$ cat src/rtl/inst_axi_bridge_pkg.sv
// Shared constants and AR state encoding for the instruction-side AXI read bridge.
package inst_axi_bridge_pkg;

    localparam logic [2:0] AXI_SIZE_4B    = 3'b010;
    localparam logic [1:0] AXI_BURST_INCR = 2'b01;
    localparam logic [1:0] AXI_RESP_OKAY  = 2'b00;

    typedef enum logic {
        AR_IDLE = 1'b0,
        AR_SEND = 1'b1
    } ar_state_t;

endpackage

$ cat src/rtl/inst_axi_bridge_if.sv
// Fetch-side SRAM-like port and AXI3 read channels; the bridge is the sram slave and the axi master.
interface inst_sram_if;
    logic        req;
    logic        wr;
    logic [1:0]  size;
    logic [31:0] addr;
    logic [3:0]  wstrb;
    logic [31:0] wdata;
    logic        addr_ok;
    logic        data_ok;
    logic [31:0] rdata;

    modport master (
        output req, wr, size, addr, wstrb, wdata,
        input  addr_ok, data_ok, rdata
    );
    modport slave (
        input  req, wr, size, addr, wstrb, wdata,
        output addr_ok, data_ok, rdata
    );
endinterface

interface axi_rd_if;
    logic [3:0]  arid;
    logic [31:0] araddr;
    logic [7:0]  arlen;
    logic [2:0]  arsize;
    logic [1:0]  arburst;
    logic [1:0]  arlock;
    logic [3:0]  arcache;
    logic [2:0]  arprot;
    logic        arvalid;
    logic        arready;
    logic [3:0]  rid;
    logic [31:0] rdata;
    logic [1:0]  rresp;
    logic        rlast;
    logic        rvalid;
    logic        rready;

    modport master (
        output arid, araddr, arlen, arsize, arburst, arlock, arcache, arprot, arvalid,
        input  arready,
        input  rid, rdata, rresp, rlast, rvalid,
        output rready
    );
    modport slave (
        input  arid, araddr, arlen, arsize, arburst, arlock, arcache, arprot, arvalid,
        output arready,
        output rid, rdata, rresp, rlast, rvalid,
        input  rready
    );
endinterface

$ cat src/rtl/inst_axi_bridge_rbuf.sv
// Registered R-beat capture; data_ok pulses the cycle after a beat accepted while reads are outstanding.
module inst_bridge_rbuf (
    input  logic        clk,
    input  logic        reset,
    input  logic        i_rvalid,
    input  logic [31:0] i_rdata,
    input  logic        i_cnt_nz,
    output logic        o_data_ok,
    output logic [31:0] o_rdata
);
    logic        r_data_ok;
    logic [31:0] r_rdata;

    always_ff @(posedge clk) begin
        if (reset) begin
            r_data_ok <= 1'b0;
            r_rdata   <= '0;
        end else begin
            r_data_ok <= i_rvalid & i_cnt_nz;
            if (i_rvalid & i_cnt_nz) begin
                r_rdata <= i_rdata;
            end
        end
    end

    assign o_data_ok = r_data_ok;
    assign o_rdata   = r_rdata;
endmodule

$ cat src/rtl/inst_axi_bridge.sv
// Instruction fetch to AXI3 single-beat read bridge with in-order outstanding-read credit.
// Optional sticky bridge_err output is built when INST_BRIDGE_ERR_EN is defined.
//
// state   | meaning
// AR_IDLE | may accept a fetch request (credit permitting)
// AR_SEND | arvalid held with latched address until arready
module inst_axi_bridge
    import inst_axi_bridge_pkg::*;
#(
    parameter int         MAX_OUTSTANDING = 2,
    parameter logic [3:0] AXI_ID          = 4'h0
) (
    input  logic       clk,
    input  logic       reset,
`ifdef INST_BRIDGE_ERR_EN
    output logic       bridge_err,
`endif
    inst_sram_if.slave sram,
    axi_rd_if.master   axi
);
    localparam int              CNT_W   = $clog2(MAX_OUTSTANDING + 1);
    localparam logic [CNT_W-1:0] CNT_MAX = CNT_W'(MAX_OUTSTANDING);

    ar_state_t        r_state;
    logic [31:0]      r_ar_addr;
    logic             r_arvalid;
    logic [CNT_W-1:0] r_cnt;

    logic w_addr_ok;
    logic w_r_beat;
    logic w_cnt_nz;
    logic w_cnt_dec;

    assign w_cnt_nz  = (r_cnt != '0);
    assign w_addr_ok = ~reset & (r_state == AR_IDLE) & sram.req & ~sram.wr & (r_cnt < CNT_MAX);
    assign w_r_beat  = axi.rvalid & axi.rready & axi.rlast;
    assign w_cnt_dec = w_r_beat & w_cnt_nz;

    always_ff @(posedge clk) begin
        if (reset) begin
            r_state   <= AR_IDLE;
            r_arvalid <= 1'b0;
            r_ar_addr <= '0;
        end else begin
            case (r_state)
                AR_IDLE: begin
                    if (w_addr_ok) begin
                        r_ar_addr <= sram.addr;
                        r_arvalid <= 1'b1;
                        r_state   <= AR_SEND;
                    end
                end
                AR_SEND: begin
                    if (axi.arready) begin
                        r_arvalid <= 1'b0;
                        r_state   <= AR_IDLE;
                    end
                end
            endcase
        end
    end

    // Accept and return in the same cycle cancel out.
    always_ff @(posedge clk) begin
        if (reset) begin
            r_cnt <= '0;
        end else begin
            case ({w_addr_ok, w_cnt_dec})
                2'b10:   r_cnt <= r_cnt + CNT_W'(1);
                2'b01:   r_cnt <= r_cnt - CNT_W'(1);
                default: r_cnt <= r_cnt;
            endcase
        end
    end

    inst_bridge_rbuf u_rbuf (
        .clk       (clk),
        .reset     (reset),
        .i_rvalid  (w_r_beat),
        .i_rdata   (axi.rdata),
        .i_cnt_nz  (w_cnt_nz),
        .o_data_ok (sram.data_ok),
        .o_rdata   (sram.rdata)
    );

    assign sram.addr_ok = w_addr_ok;

    assign axi.arid    = AXI_ID;
    assign axi.araddr  = r_ar_addr;
    assign axi.arlen   = 8'd0;
    assign axi.arsize  = AXI_SIZE_4B;
    assign axi.arburst = AXI_BURST_INCR;
    assign axi.arlock  = 2'b00;
    assign axi.arcache = 4'b0000;
    assign axi.arprot  = 3'b000;
    assign axi.arvalid = r_arvalid;
    assign axi.rready  = ~reset;

`ifdef INST_BRIDGE_ERR_EN
    logic r_err;

    always_ff @(posedge clk) begin
        if (reset) begin
            r_err <= 1'b0;
        end else if ((w_r_beat & (axi.rresp != AXI_RESP_OKAY)) |
                     (axi.rvalid & axi.rready & ~w_cnt_nz) |
                     ((r_state == AR_IDLE) & sram.req & sram.wr)) begin
            r_err <= 1'b1;
        end
    end

    assign bridge_err = r_err;

    logic w_unused;
    assign w_unused = ^{sram.size, sram.wstrb, sram.wdata, axi.rid};
`else
    logic w_unused;
    assign w_unused = ^{sram.size, sram.wstrb, sram.wdata, axi.rid, axi.rresp};
`endif
endmodule
$ cat src/flat_wrapper.sv
// flat-port wrapper written by rule: the top's interface ports become plain ports
module inst_axi_bridge_flat import inst_axi_bridge_pkg::*;
#(
    parameter int         MAX_OUTSTANDING = 2,
    parameter logic [3:0] AXI_ID          = 4'h0
)
  (clk, reset, sram_req, sram_wr, sram_size, sram_addr, sram_wstrb, sram_wdata, sram_addr_ok, sram_data_ok, sram_rdata, axi_arid, axi_araddr, axi_arlen, axi_arsize, axi_arburst, axi_arlock, axi_arcache, axi_arprot, axi_arvalid, axi_arready, axi_rid, axi_rdata, axi_rresp, axi_rlast, axi_rvalid, axi_rready);
  inst_sram_if sram_i ();
  axi_rd_if axi_i ();
  input  logic clk;
  input  logic reset;
  input wire logic [$bits(sram_i.req)-1:0] sram_req;
  input wire logic [$bits(sram_i.wr)-1:0] sram_wr;
  input wire logic [$bits(sram_i.size)-1:0] sram_size;
  input wire logic [$bits(sram_i.addr)-1:0] sram_addr;
  input wire logic [$bits(sram_i.wstrb)-1:0] sram_wstrb;
  input wire logic [$bits(sram_i.wdata)-1:0] sram_wdata;
  output wire logic [$bits(sram_i.addr_ok)-1:0] sram_addr_ok;
  output wire logic [$bits(sram_i.data_ok)-1:0] sram_data_ok;
  output wire logic [$bits(sram_i.rdata)-1:0] sram_rdata;
  output wire logic [$bits(axi_i.arid)-1:0] axi_arid;
  output wire logic [$bits(axi_i.araddr)-1:0] axi_araddr;
  output wire logic [$bits(axi_i.arlen)-1:0] axi_arlen;
  output wire logic [$bits(axi_i.arsize)-1:0] axi_arsize;
  output wire logic [$bits(axi_i.arburst)-1:0] axi_arburst;
  output wire logic [$bits(axi_i.arlock)-1:0] axi_arlock;
  output wire logic [$bits(axi_i.arcache)-1:0] axi_arcache;
  output wire logic [$bits(axi_i.arprot)-1:0] axi_arprot;
  output wire logic [$bits(axi_i.arvalid)-1:0] axi_arvalid;
  input wire logic [$bits(axi_i.arready)-1:0] axi_arready;
  input wire logic [$bits(axi_i.rid)-1:0] axi_rid;
  input wire logic [$bits(axi_i.rdata)-1:0] axi_rdata;
  input wire logic [$bits(axi_i.rresp)-1:0] axi_rresp;
  input wire logic [$bits(axi_i.rlast)-1:0] axi_rlast;
  input wire logic [$bits(axi_i.rvalid)-1:0] axi_rvalid;
  output wire logic [$bits(axi_i.rready)-1:0] axi_rready;
  assign sram_i.req = sram_req;
  assign sram_i.wr = sram_wr;
  assign sram_i.size = sram_size;
  assign sram_i.addr = sram_addr;
  assign sram_i.wstrb = sram_wstrb;
  assign sram_i.wdata = sram_wdata;
  assign sram_addr_ok = sram_i.addr_ok;
  assign sram_data_ok = sram_i.data_ok;
  assign sram_rdata = sram_i.rdata;
  assign axi_arid = axi_i.arid;
  assign axi_araddr = axi_i.araddr;
  assign axi_arlen = axi_i.arlen;
  assign axi_arsize = axi_i.arsize;
  assign axi_arburst = axi_i.arburst;
  assign axi_arlock = axi_i.arlock;
  assign axi_arcache = axi_i.arcache;
  assign axi_arprot = axi_i.arprot;
  assign axi_arvalid = axi_i.arvalid;
  assign axi_i.arready = axi_arready;
  assign axi_i.rid = axi_rid;
  assign axi_i.rdata = axi_rdata;
  assign axi_i.rresp = axi_rresp;
  assign axi_i.rlast = axi_rlast;
  assign axi_i.rvalid = axi_rvalid;
  assign axi_rready = axi_i.rready;
  inst_axi_bridge #(.MAX_OUTSTANDING(MAX_OUTSTANDING), .AXI_ID(AXI_ID)) u_core (.clk(clk), .reset(reset), .sram(sram_i), .axi(axi_i));
endmodule
$ cat config.mk
export PLATFORM = sky130hd
export DESIGN_NAME = inst_axi_bridge_flat
export DESIGN_NICKNAME = d
export VERILOG_FILES = /design/src/rtl/inst_axi_bridge_pkg.sv /design/src/rtl/inst_axi_bridge_if.sv /design/src/rtl/inst_axi_bridge_rbuf.sv /design/src/rtl/inst_axi_bridge.sv /design/src/flat_wrapper.sv
export SDC_FILE = /design/constraint.sdc
export NUM_CORES = 1
export LEC_CHECK = 0
export CELL_PAD_IN_SITES_DETAIL_PLACEMENT = 1
export CELL_PAD_IN_SITES_GLOBAL_PLACEMENT = 1
export CORE_AREA = 2 2 135 97
export CTS_CLUSTER_DIAMETER = 120
export CTS_CLUSTER_SIZE = 28
export DETAILED_ROUTE_END_ITERATION = 10
export DIE_AREA = 0 0 137 99
export PLACE_DENSITY_LB_ADDON = 0.1
export SLEW_MARGIN = 10
export SYNTH_ARGS = -nofsm -noshare
export SYNTH_HDL_FRONTEND = slang
export SYNTH_SLANG_ARGS = --single-unit
$ cat constraint.sdc
create_clock -name clk -period 2.6 [get_ports clk]
set_clock_uncertainty 0.2 [all_clocks]
set_input_delay 0.52 -clock clk [delete_from_list [all_inputs] [get_ports clk]]
set_output_delay 0.52 -clock clk [all_outputs]
set_load 0.1 [all_outputs]
======== After elaboration in Yosys (flattened, before gate mapping) ========
Cells that the tools add are included.
storage, ports and cells
  register bits ........................... 69
  bits in latches ......................... 0
  memory bits (writable) .................. 0
  bits in read-only memories .............. 0
  input port bits ......................... 115
  output and inout port bits .............. 94
  logic and storage cells ................. 34
  memories ................................ 0
operators by class
  add/subtract/negate cells ............... 2
  multiply operators ...................... 0
  divide/modulo/power cells ............... 0
  order comparisons ....................... 1
  eq/ne operators ......................... 4
  shift operators ......................... 0
  muxes and demuxes ....................... 7
  bitwise operators ....................... 10
  reduce and logical (&&, ||, !) cells .... 4
operators with widths
  cell                   count
  $and A1 B1 Y1          7
  $mux W1                4
  $pmux W1 S2            2
  $pmux W2 S2            1
  $reduce_and A2 Y1      2
  $reduce_bool A2 Y1     2
  $not A1 Y1             3
  $add A2 B1 Y2 const B  1
  $eq A2 B1 Y1 const B   1
  $eq A2 B2 Y1 const B   1
  $lt A2 B2 Y1 const B   1
  $ne A2 B1 Y1 const B   1
  $ne A2 B2 Y1 const B   1
  $sub A2 B1 Y2 const B  1

======== Depth between registers and ports, before layout ========
Gate-level depths: netlist (run 1).
  depth after elaboration ................. 7
  gate-level depth with buffers ........... 7

======== Cells and area by module ========
From an unflattened synthesis (run 1), not the netlist that was laid out.
second synthesis, totals
  cells, all modules ...................... 340
  area, all modules ....................... 3037.9 µm²
by module, submodules not included
  module            instances  cells an instance  area an instance (µm²)  sequential area each (µm²)
  inst_axi_bridge   1          191                1534.0                  720.7
  inst_bridge_rbuf  1          149                1503.9                  660.6

======== Worst setup path after synthesis (run 1) ========
Ideal clock, no wire load.
  path kind ............................... in2out
  start ................................... input reset
  end ..................................... output sram_addr_ok
  arrival ................................. 2078 ps
  slack ................................... -198 ps
  stages .................................. 4
  buffers on the path ..................... 1
  cell sequence ........................... clkbuf_1 -> inv_1 -> nand2_1 -> inv_1
on the way
  word-level cells in the longest chain between the ends .. 5
ends and longest elaborated chain
  what                        line                   source
  start: declaration          flat_wrapper.sv:11     input logic reset;
  $not A1 Y1                  --
  named net axi_rready        flat_wrapper.sv:36     output wire logic [$bits(axi_i.rready)-1:0] axi_rready;
  $and A1 B1 Y1 (4 in a row)  inst_axi_bridge.sv:35  assign w_addr_ok = ~reset & (r_state == AR_IDLE) & sram.req & ~sram.wr & (r_cnt < CNT_MAX);
  end: declaration            flat_wrapper.sv:18     output wire logic [$bits(sram_i.addr_ok)-1:0] sram_addr_ok;
The timed path passes the listed nets, and every way through them passes these cells.

======== Worst setup path after layout (run 1) ========
  start ................................... input sram_wr
  end ..................................... output sram_addr_ok
on the way
  word-level cells in the longest chain between the ends .. 3
ends and longest elaborated chain
  what                        line                   source
  start: declaration          flat_wrapper.sv:13     input wire logic [$bits(sram_i.wr)-1:0] sram_wr;
  $not A1 Y1                  inst_axi_bridge.sv:35
  $and A1 B1 Y1 (2 in a row)  inst_axi_bridge.sv:35
Every way passes these cells.

==> impl_metrics.csv, run 1 <==
group,metric,value,unit
outcome,outcome,"complete, no violations",
pwr,sequentialPowerShare,0.370,
clocking,cts_tree,"built",
global_routing,global_route_overflow,0,
worst_setup_path,worst-r2r-cell-count,5,
route,detailedRoute.firstIterationViolations,79,
timing,max_slew_margin,0.578,
timing,timing_hold_violations_final,0,
pwr,cellInternalPower,2.03,mW
global_routing,grt_antenna_before_repair,0,
route,avgRoutedWirePerCell,13.1,um
pwr,total_leakage_power,1.70,nW
floorplanning,design.portCount,209,
route,dr.pass1.iters,4,
pwr,net-switching-power,985,uW
timing,fin_crit_sh,0.905,
pwr,ir_worst_vdd,0.296,mV
worst_setup_path,cp_cell_sequence,"clkdlybuf4s50_1 > nor4b_4 > nand2_1 > clkinvlp_4 > buf_12",
worst_setup_path,critPathCapture,"sram_addr_ok",
clocking,post_cts.resized_instances,0,
placement,place_congestion,0.692,
worst_setup_path,setup_slack_of_the_most_critical_reg_to_reg_path,0.64,ns
worst_setup_path,r2r_end,"u_core.r_cnt[1]",
placement,detailedPlacementHpwl,5610,um
worst_hold_path,hold_path_depth,2,
pwr,power_per_cell_area,717,nW/um^2
floorplanning,die_height,99,um
yosys,synth_cells,331,
cells_and_area,stdcell_area,4210,sq um
timing,timing.fmax,0.425,GHz
worst_setup_path,critPathKind,"in2out",
route,drc,0,
cells_and_area,post_route_cells_drive_above_1_share,0.199,
route,wire_length_after_detailed_routing,8280,um
clocking,post_cts.repair.setup_buffers,0,
yosys,synthFlopType,"sky130_fd_sc_hd__dfxtp_1",
clocking,latest_clock_arrival_within_the_worst_skew_pair,0.32,ns
placement,placement.cell_area,3920,sq um
yosys,synth.top_cells.by_area,"sky130_fd_sc_hd__dfxtp_1, sky130_fd_sc_hd__nand2_1, sky130_fd_sc_hd__a21oi_1",
global_routing,grt_usage,0.122,
floorplanning,placement_rows,34,
floorplanning,die_w,137,um
worst_setup_path,endpoint_kind,"output pin",
floorplanning,initial_utilization,0.216,
clocking,cts-root-buf,"sky130_fd_sc_hd__clkbuf_16",
floorplanning,core_area,12300,sq um
yosys,netlist_area,2650,sq um
worst_setup_path,path_max_fanout,2,
timing,grt_setup_unrepaired,"no",
cells_and_area,nFillCells,1471,
cells_and_area,synthToLayoutAreaGrowth,59.1,%
global_routing,first_global_vias,2563,
yosys,synth_most_common_cell,"sky130_fd_sc_hd__nand2_1",
worst_setup_path,timing.critical_path.required,1.88,ns
worst_setup_path,slowest_delay,0.45,ns
yosys,yosys_register_bits,69,
route,dr_total_vias,2584,
worst_setup_path,worstSetupStartpoint,"sram_wr",
yosys,number_of_flops_mapped_to_enable_cells_by_yosys,0,
yosys,syn_area_per_cell,7.99,sq um
floorplanning,fp.dieArea,13600,sq um
worst_setup_path,worst_r2r_startpoint,"u_core.r_cnt[1]",
global_routing,grt_max_degree,55,
clocking,clkSinkCount,69,
clocking,clkTransAtPathRegs,0.06,ns
yosys,netlist.top_cell.by_area,"sky130_fd_sc_hd__dfxtp_1",
yosys,synth_top_area_frac,0.522,
clocking,cts_made_buffers,9,
run,maxCapViolations,0,
yosys,ys_types,21,
yosys,ys_top_cells_by_count,"sky130_fd_sc_hd__nand2_1, sky130_fd_sc_hd__dfxtp_1, sky130_fd_sc_hd__a21oi_1",
pwr,power.switching_fraction,0.327,
cells_and_area,antenna_cells,0,
clocking,cts_hold_buf,0,
placement,port-buffer-count,138,
timing,period_needed,2.35,ns
yosys,synth_sequential_area_ratio,0.522,
worst_setup_path,crit_slowest_cell,"sky130_fd_sc_hd__clkdlybuf4s50_1",
global_routing,wire_length_of_the_first_global_routing_pass,12800,um
yosys,ys_async_sr_fraction,0,
clocking,htree_num_levels,3,
route,antenna_left,0,
timing,worst_slew_pin_slew,0.633,ns
worst_hold_path,timing.hold.worst.class,"in2reg",
clocking,clock_path_buffers,2,
pwr,power.clock.fraction,0.399,
timing,report.final.setup_viol,0,
cells_and_area,finish.utilization,0.344,
route,dr_vias_cell,4.10,
pwr,power_frac_comb,0.231,
cells_and_area,final_net_count,579,
timing,final_slew_violations,0,
worst_setup_path,arrival,1.63,ns
worst_setup_path,startpoint_type,"input port",
yosys,ys_warn_count,0,
## placed cells by master (no fill, tap or decap), types with 2 or more instances in the layout
master                              n
sky130_fd_sc_hd__a21oi_1           66
sky130_fd_sc_hd__buf_12             2
sky130_fd_sc_hd__buf_4             72
sky130_fd_sc_hd__clkbuf_1           2
sky130_fd_sc_hd__clkbuf_16          9
sky130_fd_sc_hd__clkdlybuf4s50_1   69
sky130_fd_sc_hd__clkinv_2           2
sky130_fd_sc_hd__clkinvlp_4         2
sky130_fd_sc_hd__conb_1            26
sky130_fd_sc_hd__dfxtp_1           69
sky130_fd_sc_hd__nand2_1          130
sky130_fd_sc_hd__nor2_1             4
## area by class of cell
cell class	count	area (sq um)	area share
clock buffer	12	246	0.0586
clock inverter	4	47.5	0.0113
inverter	2	11.3	0.00268
multi-input combinational	237	1040	0.248
sequential	69	1380	0.328
tap	162	203	0.0482
timing repair buffer	144	1280	0.303
## stage by stage
step | hold WS (ns) | setup WS [ns] | total power, mW | std cells | TNS, ns
2_1_floorplan | 0.317 | -0.0515 | 1.68 | 355 | -0.0975
3_3_place_gp | 0.243 | 0.0989 | 1.84 | 614 | 0
3_5_place_dp | 0.249 | 0.0954 | 1.84 | 614 | 0
4_1_cts | 0.228 | 0.225 | 3.07 | 630 | 0
5_1_grt | 0.233 | 0.168 | 3.15 | 630 | 0
6_report | 0.237 | 0.247 | 3.02 | 630 | 0
## worst min path at each step
stage / endpoint / startpoint / slack [ns]
finish: u_core.r_cnt[1] / reset / 0.24
global route: u_core.r_cnt[1] / reset / 0.23
CTS: u_core.r_cnt[1] / reset / 0.23
detailed placement: u_core.u_rbuf.o_rdata[25] / u_core.u_rbuf.o_rdata[25] / 0.25
global placement: u_core.u_rbuf.o_rdata[26] / u_core.u_rbuf.o_rdata[26] / 0.24
floorplan: u_core.r_state / u_core.r_state / 0.32
## state kept, by name, indices dropped and copies added, names as in the netlist
signal	count
u_core.axi.araddr	32
u_core.axi.arvalid	1
u_core.r_cnt	2
u_core.r_state	1
u_core.u_rbuf.o_data_ok	1
u_core.u_rbuf.o_rdata	32
## power groups by stage
stage	sequential (mW)	combinational (mW)	clock, mW
final	1.12	0.697	1.20
after global routing	1.12	0.728	1.31
after CTS	1.12	0.702	1.25
after detailed placement	1.14	0.701	0
after global placement	1.14	0.699	0
after floorplan	1.38	0.296	0
## cells by family after synthesis
| group | Yosys count | synth area share |
|---|---|---|
| xor+xnor | 2 | 0.00662 |
| fa+ha+maj | 1 | 0.00473 |
| flops | 69 | 0.522 |
| simple gates | 138 | 0.208 |
| other cells | 2 | 0.00284 |
| buf+inv | 49 | 0.117 |
| compound gates | 70 | 0.139 |
## routing by layer
metal,GRT usage,vias up,routed length [um]
met1,0.145,1222,3600
met4,0.0428,0,116
met2,0.195,87,3780
met5,0,-,0
li1,-,1266,-
met3,0.0545,9,781
## worst max-delay path, delay by kind of cell
family	cells	cell delay [ns]
AND/OR/NAND/NOR	2	0.39
buffers and inverters	3	0.71
No activity file was read; power rests on OpenSTA's default activity.
==> run 2: changes to the inputs <==
- CTS_CLUSTER_SIZE: 28 -> 25
==> results of run 2 <==
No change in the layout: final DEF, timing and power equal those of run 1.
